`config.mk`:
```
export PLATFORM = sky130hd
export DESIGN_NAME = can_tx_scheduler_flat
export DESIGN_NICKNAME = d
export VERILOG_FILES = /design/src/rtl/can_tx_scheduler_if.sv /design/src/rtl/can_tx_scheduler.sv /design/src/flat_wrapper.sv
export SDC_FILE = /design/constraint.sdc
export NUM_CORES = 1
export LEC_CHECK = 0
export BUFFER_PORTS_ARGS = -buffer_cell sky130_fd_sc_hd__clkbuf_2
export CAP_MARGIN = 0
export CORE_ASPECT_RATIO = 1.4
export CORE_MARGIN = 3
export CORE_UTILIZATION = 40
export DETAILED_ROUTE_END_ITERATION = 8
export PLACE_DENSITY_LB_ADDON = 0.15
export SLEW_MARGIN = 30
export SYNTH_ARGS = -nofsm -noshare
export SYNTH_HDL_FRONTEND = slang
export SYNTH_SLANG_ARGS = --single-unit
```
`constraint.sdc`:
```
create_clock -name clk -period 23.1 [get_ports clk]
set_input_delay 2.31 -clock clk [delete_from_list [all_inputs] [get_ports clk]]
set_output_delay 2.31 -clock clk [all_outputs]
set_load 0.005 [all_outputs]
```
`src/rtl/can_tx_scheduler_if.sv`:
```
// Purpose: bundles the host mailbox port and the transmitter/bus-monitor port of the CAN TX scheduler.
// Latency: none, wiring only.
// Backpressure: none; the host learns of rejected writes through wr_err.
interface can_tx_scheduler_if;
    // host side
    logic        mb_wr_en;
    logic [1:0]  mb_wr_sel;
    logic [79:0] mb_wr_data;
    logic [3:0]  mb_abort;
    logic [3:0]  mb_pending;
    logic [3:0]  mb_done;
    logic [3:0]  mb_lost;
    logic [3:0]  mb_aborted;
    logic        wr_err;
    // transmitter / bus side
    logic        sample_point;
    logic        bus_idle;
    logic        tx_done;
    logic        arb_lost;
    logic [79:0] tx_frame;
    logic        start_tx;
    logic        busy;
    logic [1:0]  cur_mb;

    modport master (
        output mb_wr_en, mb_wr_sel, mb_wr_data, mb_abort,
        output sample_point, bus_idle, tx_done, arb_lost,
        input  mb_pending, mb_done, mb_lost, mb_aborted, wr_err,
        input  tx_frame, start_tx, busy, cur_mb
    );

    modport slave (
        input  mb_wr_en, mb_wr_sel, mb_wr_data, mb_abort,
        input  sample_point, bus_idle, tx_done, arb_lost,
        output mb_pending, mb_done, mb_lost, mb_aborted, wr_err,
        output tx_frame, start_tx, busy, cur_mb
    );
endinterface

```
`src/rtl/can_tx_scheduler.sv`:
```
// Purpose: holds transmit mailboxes, picks the lowest-ID pending one, hands it to the CAN transmitter.
// Latency: write -> pending 1 clk; pending+bus_idle -> SELECT 1 clk; SELECT -> START 1 clk; start_tx on next sample_point.
// Backpressure: a write to the mailbox the transmitter owns is dropped and flagged with a one-clock wr_err.
module can_tx_scheduler #(
    parameter int NUM_MB = 4
) (
    input logic               clk,
    input logic               rst,
    can_tx_scheduler_if.slave bus
);

    typedef enum logic [1:0] {IDLE, SELECT, START, WAIT} state_t;

    state_t            state_q, state_d;
    logic [79:0]       mb_q [NUM_MB];
    logic [79:0]       mb_d [NUM_MB];
    logic [NUM_MB-1:0] pend_q, pend_d;
    logic [NUM_MB-1:0] done_q, done_d;
    logic [NUM_MB-1:0] lost_q, lost_d;
    logic [NUM_MB-1:0] abrt_q, abrt_d;
    logic              wr_err_q, wr_err_d;
    logic [79:0]       frame_q, frame_d;
    logic [1:0]        cur_q, cur_d;
    logic              abort_flag_q, abort_flag_d;
    logic              start_tx_c;
    logic              owned;

    logic [NUM_MB-1:0] cand;
    logic              win_vld;
    logic [1:0]        win_idx;
    logic [11:0]       win_key;

    // Arbitration: lowest {ID, RTR} among pending mailboxes not being aborted this clock; ties keep the lower index.
    always_comb begin
        cand    = pend_q & ~bus.mb_abort;
        win_vld = 1'b0;
        win_idx = 2'd0;
        win_key = 12'hfff;
        for (int i = 0; i < NUM_MB; i++) begin
            if (cand[i] && (!win_vld || (mb_q[i][79:68] < win_key))) begin
                win_vld = 1'b1;
                win_idx = 2'(i);
                win_key = mb_q[i][79:68];
            end
        end
    end

    // Next-state: host writes/aborts, then the FSM owning cur_mb overrides its mailbox's flags.
    always_comb begin
        state_d      = state_q;
        mb_d         = mb_q;
        pend_d       = pend_q;
        frame_d      = frame_q;
        cur_d        = cur_q;
        abort_flag_d = abort_flag_q;
        done_d       = '0;
        lost_d       = '0;
        abrt_d       = '0;
        wr_err_d     = 1'b0;
        start_tx_c   = 1'b0;
        owned        = (state_q == START) || (state_q == WAIT);

        // A write racing an abort of the same mailbox is dropped: the abort wins.
        if (bus.mb_wr_en) begin
            if (owned && (bus.mb_wr_sel == cur_q)) begin
                wr_err_d = 1'b1;
            end else if (!bus.mb_abort[bus.mb_wr_sel]) begin
                mb_d[bus.mb_wr_sel]   = bus.mb_wr_data;
                pend_d[bus.mb_wr_sel] = 1'b1;
            end
        end

        // Aborts of mailboxes the transmitter does not own take effect at once.
        for (int i = 0; i < NUM_MB; i++) begin
            if (bus.mb_abort[i] && !(owned && (2'(i) == cur_q))) begin
                pend_d[i] = 1'b0;
                abrt_d[i] = pend_q[i];
            end
        end

        case (state_q)
            IDLE: begin
                if ((|pend_q) && bus.bus_idle) state_d = SELECT;
            end
            SELECT: begin
                if (win_vld) begin
                    cur_d   = win_idx;
                    frame_d = mb_q[win_idx];
                    state_d = START;
                end else begin
                    state_d = IDLE;
                end
            end
            START: begin
                if (bus.mb_abort[cur_q]) begin
                    pend_d[cur_q] = 1'b0;
                    abrt_d[cur_q] = 1'b1;
                    state_d       = IDLE;
                end else if (bus.sample_point) begin
                    start_tx_c = 1'b1;
                    state_d    = WAIT;
                end
            end
            WAIT: begin
                if (bus.mb_abort[cur_q]) abort_flag_d = 1'b1;
                if (bus.sample_point && bus.tx_done) begin
                    pend_d[cur_q] = 1'b0;
                    done_d[cur_q] = 1'b1;
                    abort_flag_d  = 1'b0;
                    state_d       = IDLE;
                end else if (bus.sample_point && bus.arb_lost) begin
                    if (abort_flag_q || bus.mb_abort[cur_q]) begin
                        pend_d[cur_q] = 1'b0;
                        abrt_d[cur_q] = 1'b1;
                    end else begin
                        lost_d[cur_q] = 1'b1;
                    end
                    abort_flag_d = 1'b0;
                    state_d      = IDLE;
                end
            end
            default: state_d = IDLE;
        endcase
    end

    // State and mailbox registers; reset clears everything including mailbox contents.
    always_ff @(posedge clk or posedge rst) begin
        if (rst) begin
            state_q      <= IDLE;
            for (int i = 0; i < NUM_MB; i++) mb_q[i] <= '0;
            pend_q       <= '0;
            done_q       <= '0;
            lost_q       <= '0;
            abrt_q       <= '0;
            wr_err_q     <= 1'b0;
            frame_q      <= '0;
            cur_q        <= 2'd0;
            abort_flag_q <= 1'b0;
        end else begin
            state_q      <= state_d;
            for (int i = 0; i < NUM_MB; i++) mb_q[i] <= mb_d[i];
            pend_q       <= pend_d;
            done_q       <= done_d;
            lost_q       <= lost_d;
            abrt_q       <= abrt_d;
            wr_err_q     <= wr_err_d;
            frame_q      <= frame_d;
            cur_q        <= cur_d;
            abort_flag_q <= abort_flag_d;
        end
    end

    assign bus.tx_frame   = frame_q;
    assign bus.start_tx   = start_tx_c;
    assign bus.busy       = (state_q != IDLE);
    assign bus.cur_mb     = cur_q;
    assign bus.mb_pending = pend_q;
    assign bus.mb_done    = done_q;
    assign bus.mb_lost    = lost_q;
    assign bus.mb_aborted = abrt_q;
    assign bus.wr_err     = wr_err_q;

endmodule

```
`src/flat_wrapper.sv`:
```
// flat-port wrapper written by rule: the top's interface ports become plain ports
module can_tx_scheduler_flat 
#(
    parameter int NUM_MB = 4
)
  (clk, rst, bus_mb_wr_en, bus_mb_wr_sel, bus_mb_wr_data, bus_mb_abort, bus_sample_point, bus_bus_idle, bus_tx_done, bus_arb_lost, bus_mb_pending, bus_mb_done, bus_mb_lost, bus_mb_aborted, bus_wr_err, bus_tx_frame, bus_start_tx, bus_busy, bus_cur_mb);
  can_tx_scheduler_if bus_i ();
  input logic clk;
  input logic rst;
  input wire logic [$bits(bus_i.mb_wr_en)-1:0] bus_mb_wr_en;
  input wire logic [$bits(bus_i.mb_wr_sel)-1:0] bus_mb_wr_sel;
  input wire logic [$bits(bus_i.mb_wr_data)-1:0] bus_mb_wr_data;
  input wire logic [$bits(bus_i.mb_abort)-1:0] bus_mb_abort;
  input wire logic [$bits(bus_i.sample_point)-1:0] bus_sample_point;
  input wire logic [$bits(bus_i.bus_idle)-1:0] bus_bus_idle;
  input wire logic [$bits(bus_i.tx_done)-1:0] bus_tx_done;
  input wire logic [$bits(bus_i.arb_lost)-1:0] bus_arb_lost;
  output wire logic [$bits(bus_i.mb_pending)-1:0] bus_mb_pending;
  output wire logic [$bits(bus_i.mb_done)-1:0] bus_mb_done;
  output wire logic [$bits(bus_i.mb_lost)-1:0] bus_mb_lost;
  output wire logic [$bits(bus_i.mb_aborted)-1:0] bus_mb_aborted;
  output wire logic [$bits(bus_i.wr_err)-1:0] bus_wr_err;
  output wire logic [$bits(bus_i.tx_frame)-1:0] bus_tx_frame;
  output wire logic [$bits(bus_i.start_tx)-1:0] bus_start_tx;
  output wire logic [$bits(bus_i.busy)-1:0] bus_busy;
  output wire logic [$bits(bus_i.cur_mb)-1:0] bus_cur_mb;
  assign bus_i.mb_wr_en = bus_mb_wr_en;
  assign bus_i.mb_wr_sel = bus_mb_wr_sel;
  assign bus_i.mb_wr_data = bus_mb_wr_data;
  assign bus_i.mb_abort = bus_mb_abort;
  assign bus_i.sample_point = bus_sample_point;
  assign bus_i.bus_idle = bus_bus_idle;
  assign bus_i.tx_done = bus_tx_done;
  assign bus_i.arb_lost = bus_arb_lost;
  assign bus_mb_pending = bus_i.mb_pending;
  assign bus_mb_done = bus_i.mb_done;
  assign bus_mb_lost = bus_i.mb_lost;
  assign bus_mb_aborted = bus_i.mb_aborted;
  assign bus_wr_err = bus_i.wr_err;
  assign bus_tx_frame = bus_i.tx_frame;
  assign bus_start_tx = bus_i.start_tx;
  assign bus_busy = bus_i.busy;
  assign bus_cur_mb = bus_i.cur_mb;
  can_tx_scheduler #(.NUM_MB(NUM_MB)) u_core (.clk(clk), .rst(rst), .bus(bus_i));
endmodule
```
After elaboration in Yosys (flattened, before gate mapping) --
Index checks and enable logic that the tools add are counted.
Cells by class: order comparisons 10, equal/unequal tests 10, mux-type cells 66, bitwise operators 10, reduce and logical (&&, ||, !) cells 39
Operators with widths (count):
- 320-bit bitwise mux | 1
- 80-bit two-way mux | 3
- 80-bit binary-select mux with 2-bit select | 1
- 80-bit demux with 2-bit select | 1
- 4-bit two-way mux | 17
- 12-bit < comparator | 3
- 12-bit two-way mux | 3
- 1-bit two-way mux | 25
- 1-bit logical AND | 18
- 2-bit two-way mux | 8
- 4-bit case mux with 2 select lines | 2
- 4-bit AND | 2
- 4-bit NOT | 2
- 4-bit bitwise OR | 2
- 2-bit case mux with 4 select lines | 1
- 1-bit zero test | 7
- 3-bit greater-or-equal comparator, second input constant | 2
- 2-bit by 3-bit < comparator with 1-bit output, second input constant | 2
- 3-bit != test, second input constant | 2
- 2-bit NOT with 3-bit output | 2
- 3-bit AND reduction | 2
- 1-bit logical OR | 5
- 1-bit binary-select mux with 2-bit select | 2
- 1-bit demux with 2-bit select | 2
- other kinds (14) | 20
Word-level totals: bits in registers 422, input bits 93, output and inout bits 101, word-level logic and storage cells 148

Longest topological paths before layout --
depth in word-level cells 19, gate-level depth with buffers 35, gate-level depth less buffers 27

Worst setup path after synthesis --
Ideal clock, no wire load.
path kind input port to flip-flop, start input port bus_mb_abort[0], end register u_core.frame_q[0] (netlist: u_core.bus.tx_frame[0]), setup time 120 ps, arrival 9156 ps, slack 13824 ps, cell stages on the path 31, buffers on the path 8, path through nand2b_1 -> clkbuf_1 -> clkbuf_1 -> nor2_1 -> ha_1 -> and4_1 -> nand4_1 -> a211o_1 -> a31o_2 -> nand2_1 -> buf_2 -> buf_2 -> mux2_2 -> ha_1 -> a2111o_1 -> a2111o_1 -> nand2_1 -> buf_2 -> buf_1 -> a21oi_1 -> ha_1 -> a21oi_1 -> o211a_1 -> o21ai_0 -> a221oi_1 -> a41o_1 -> nor3_1 -> clkbuf_1 -> buf_2 -> nand3b_1 -> o211a_1
Between the ends: word-level cells in the longest chain between the ends 19
RTL lines:
- start: declaration | line flat_wrapper.sv:13 | input wire logic [$bits(bus_i.mb_abort)-1:0] bus_mb_abort;
- 4-bit NOT * | line can_tx_scheduler.sv:35 | cand = pend_q & ~bus.mb_abort;
- 4-bit AND * | line can_tx_scheduler.sv:35
- 12-bit two-way mux / 1-bit two-way mux (equally long branches) | line can_tx_scheduler.sv:40 | if (cand[i] && (!win_vld || (mb_q[i][79:68] < win_key))) begin
- 12-bit < comparator / 1-bit zero test (equally long branches) | line can_tx_scheduler.sv:40
- 1-bit logical OR | line can_tx_scheduler.sv:40
- 1-bit logical AND | line can_tx_scheduler.sv:40
- 12-bit two-way mux / 1-bit two-way mux (equally long branches) | line can_tx_scheduler.sv:40
- 12-bit < comparator / 1-bit zero test (equally long branches) | line can_tx_scheduler.sv:40
- [2 not listed]
- 12-bit two-way mux / 1-bit two-way mux (equally long branches) | line can_tx_scheduler.sv:40
- 12-bit < comparator / 1-bit zero test (equally long branches) | line can_tx_scheduler.sv:40
- 1-bit logical OR | line can_tx_scheduler.sv:40
- 1-bit logical AND | line can_tx_scheduler.sv:40
- 2-bit two-way mux | line can_tx_scheduler.sv:40
- 2-bit NOT with 3-bit output (implied by the code) | line can_tx_scheduler.sv:88 | frame_d = mb_q[win_idx];
- 80-bit binary-select mux with 2-bit select | line can_tx_scheduler.sv:88
- 80-bit two-way mux (implied by the code) (2 in a row) | line can_tx_scheduler.sv:88
- end signal: assignment | line can_tx_scheduler.sv:147 | frame_q <= frame_d;
- end: declaration | line can_tx_scheduler.sv:22 | logic [79:0] frame_q, frame_d;
Mark *: on every way between the ends. The rest lies on a longest branch, timed or not. The select of a mux whose other input is x is not followed. A chain may end at the register's enable or synchronous reset.

Final worst setup path --
start input port bus_mb_abort[0], end register u_core.frame_q[19] (netlist: u_core.bus.tx_frame[19])
Same word-level chain as after synthesis.

==> impl_metrics.yaml <==
floorplan:
  num_rows: 95
  pin_count: 194
  coreArea_mm2: 0.0481
  dieArea_mm2: 0.0515
  die_w_um: 193
  start_util_pct: 40.6
  die_y_um: 267
routing:
  drc: 0
  num_vias: 13300
  drt_iter0_drc: 616
  postRouteAntennaNets: 0
  dr.pass1.iters: 5
  via_per_inst: 5.52
  wl_per_cell_um: 22.3
  routed.top_layer: "met5"
  wl_met1_um: 22600
  wl_met3_um: 1880
  wl_met2_um: 28100
  wirelength_um: 53900
placed_design:
  place_ws_ns: 10.54
  dp_hpwl_um: 32900
  place_area_mm2: 0.0211
  place.gp.congestion: 0.858
  io_buffers: 193
setup_path:
  crit_path_start_kind: "primary input"
  rrSetupSlack_ns: 12.56
  arrival_ns: 12.49
  cp.required_ns: 23.54
  path_class: "primary input to register"
  cp_max_fo: 75
  endpoint_kind: "register"
timing:
  max_slew_margin_pct: 35.1
  post-route-period-util_pct: 52.2
  tns_ns: 0
  tightest_slew_ns: 0.968
  max_freq_mhz: 83.0
  hold_viol: 0
  setup_ws_ns: 11.05
  timing.final.setup_violations: 0
  skew_ns: 0.0159
  finalMaxSlewViolations: 0
  fin_crit_ns: 12.05
  rsz0062_at_grt: "no"
layout:
  antenna_cells: 0
  stdcell_area_mm2: 0.0226
  utilization_pct: 46.9
  drive_above_1_share_pct: 38.5
  final_cell_mix: "422 x dfrtp_1, 384 x mux2_2, 193 x clkbuf_2"
  fin_nets: 1878
  syn_to_final_growth_pct: 15.6
  final_common_cell: "dfrtp_1"
global_routing:
  grt_use_total_pct: 21.0
  grt_pass1_vias: 14000
  overflow: 0
  antenna_found_initial: 1
  grt_max_degree: 132
  grt_pass1_wl_um: 83500
yosys:
  avgSynthCellArea_um2: 12.2
  yosys_most_used_dff: "dfrtp_1"
  async_flop_share_pct: 100
  synth_cells: 1599
  synth_seq_area_share_pct: 54.1
  ys_types: 52
  syn_area_mm2: 0.0195
  syn_nets: 1724
  synth-edff-count: 0
  ys_seq_elements: 422
  yosysWarnings: 0
cts:
  h-tree-depth: 2
  cts-hold-fix-buffers: 0
  cts_buffer_depth: 3
  cts_root_buffer: "clkbuf_16"
  cts_made_buffers: 45
  cts_resized: 0
  cts.clk_slew.worst_paths_ns: 0.06
  clock-sinks: 422
  post_cts_buffers: 0
  insertion_delay_ns: 0.55
  cts_tree: "done"
power:
  p_leak_nw: 10.3
  power_density_mw_per_mm2: 100
  ir_drop_v: 0.0000599
worst_hold_path:
  min_path_type: "register to register"
flow_run:
  cap_violations: 0
run_status:
  outcome: "finished, final reports clean"
[critical path: stages]
cell,delay [ns]
clkbuf_2,0.18
nand2b_1,0.61
nor2_1,0.14
ha_1,0.35
and4_1,0.27
nand4_1,0.11
a211o_1,0.27
a31o_2,0.30
nand2_4,0.59
buf_4,0.80
mux2_2,0.43
ha_1,0.33
a2111o_1,0.46
a2111o_1,0.51
nand2_4,0.25
buf_6,0.67
nor2_1,0.10
a21oi_1,0.15
ha_1,0.16
nand4_1,0.09
o211a_1,0.14
o21ai_0,0.31
a221oi_1,0.17
a41o_1,0.26
nor3_2,0.78
nand2_2,0.75
buf_4,0.58
o211a_1,0.30
[flip-flops by register name, summed over array words and instances, names as in the netlist]
name and cells:
u_core.bus.wr_err 1, u_core.bus.mb_pending 4, u_core.abort_flag_q 1, u_core.bus.cur_mb 2, u_core.bus.mb_aborted 4, u_core.bus.tx_frame 80
u_core.state_q 2, u_core.bus.mb_lost 4, u_core.mb_q 320, u_core.bus.mb_done 4
[layer usage]
metal	vias up	track usage, %
met5	-	0
met4	2	5.73
met3	81	2.68
met2	256	37.9
met1	6945	26.3
li1	6057	-
[per-stage QoR]
step           instances  power [W]  hold slack [ns]
2_1_floorplan       1599    0.00136            0.464
3_3_place_gp        2336    0.00155            0.480
3_5_place_dp        2336    0.00156            0.486
4_1_cts             2415    0.00229            0.499
5_1_grt             2415    0.00239            0.509
6_report            2415    0.00226            0.497
[where the power goes]
part	leakage (nW)	switching, W	internal [W]
registers	5.13	0.000135	0.000938
clock network	0.716	0.000291	0.000421
logic	4.49	0.000199	0.000273
total	10.3	0.000625	0.00163
[logic make-up (layout without fill, tap and decap cells)]
group,after synthesis,in the layout,synth area share (%)
and+or+nand+nor,355,355,9.04
buffers and inverters,124,310,2.54
adders and majority gates,32,32,2.05
AOI/OAI and AO/OA,274,274,9.68
DFF,422,422,54.1
xor gates and xnor gates,3,3,0.135
muxes,389,389,22.5
[cell usage after synthesis, types with 2 or more instances]
cell type | number | share of area, %
dfrtp_1 | 422 | 54
mux2_2 | 384 | 22
nor2_1 | 176 | 3.4
a21oi_1 | 98 | 2.5
clkbuf_1 | 82 | 1.6
o211a_1 | 67 | 3.4
nand3b_1 | 63 | 2.4
o21ai_0 | 36 | 0.92
nand2_1 | 33 | 0.63
ha_1 | 32 | 2.1
a31oi_1 | 20 | 0.64
nand3_1 | 20 | 0.51
buf_2 | 19 | 0.49
inv_1 | 18 | 0.35
and2_1 | 16 | 0.51
o211ai_1 | 11 | 0.42
nor3_1 | 8 | 0.21
a21o_1 | 7 | 0.27
nand4_1 | 7 | 0.22
nor2b_1 | 6 | 0.19
nor3b_1 | 6 | 0.23
o21ai_1 | 6 | 0.15
a211oi_1 | 5 | 0.19
nand2b_1 | 5 | 0.16
buf_1 | 4 | 0.077
o21a_1 | 4 | 0.15
a2111o_1 | 3 | 0.17
a31o_2 | 3 | 0.13
and3_1 | 3 | 0.096
and4_1 | 3 | 0.13
mux2i_1 | 3 | 0.15
or2_2 | 3 | 0.096
or3_1 | 3 | 0.096
xnor2_1 | 3 | 0.13
a2111oi_0 | 2 | 0.090
a221oi_1 | 2 | 0.090
[path summary, 6_finish.rpt]
path,startpoint,end,depth (start not counted)
max in group asynchronous,rst,u_core.mb_q[201]$_DFFE_PP0P_,4
max reg2reg,u_core.bus.mb_pending[0]$_DFF_PP0_,u_core.bus.tx_frame[19]$_DFFE_PP0P_,27
min,u_core.mb_q[129]$_DFFE_PP0P_,u_core.mb_q[129]$_DFFE_PP0P_,1
min reg2reg,u_core.mb_q[129]$_DFFE_PP0P_,u_core.mb_q[129]$_DFFE_PP0P_,1
max,bus_mb_abort[0],u_core.bus.tx_frame[19]$_DFFE_PP0P_,28
min in group asynchronous,rst,u_core.bus.mb_aborted[1]$_DFF_PP0_,2
[area by class of cell]
cell class                      instances  area (um2)
Timing Repair Buffer                  213        1140
Fill cell                            4495       25600
Clock buffer                           69        1380
Tap cell                              630         788
Multi-Input combinational cell       1053        8540
Sequential cell                       422       10600
Inverter                               18        80.1
Clock inverter                         10        86.3
No activity file was read; power rests on OpenSTA's default activity.
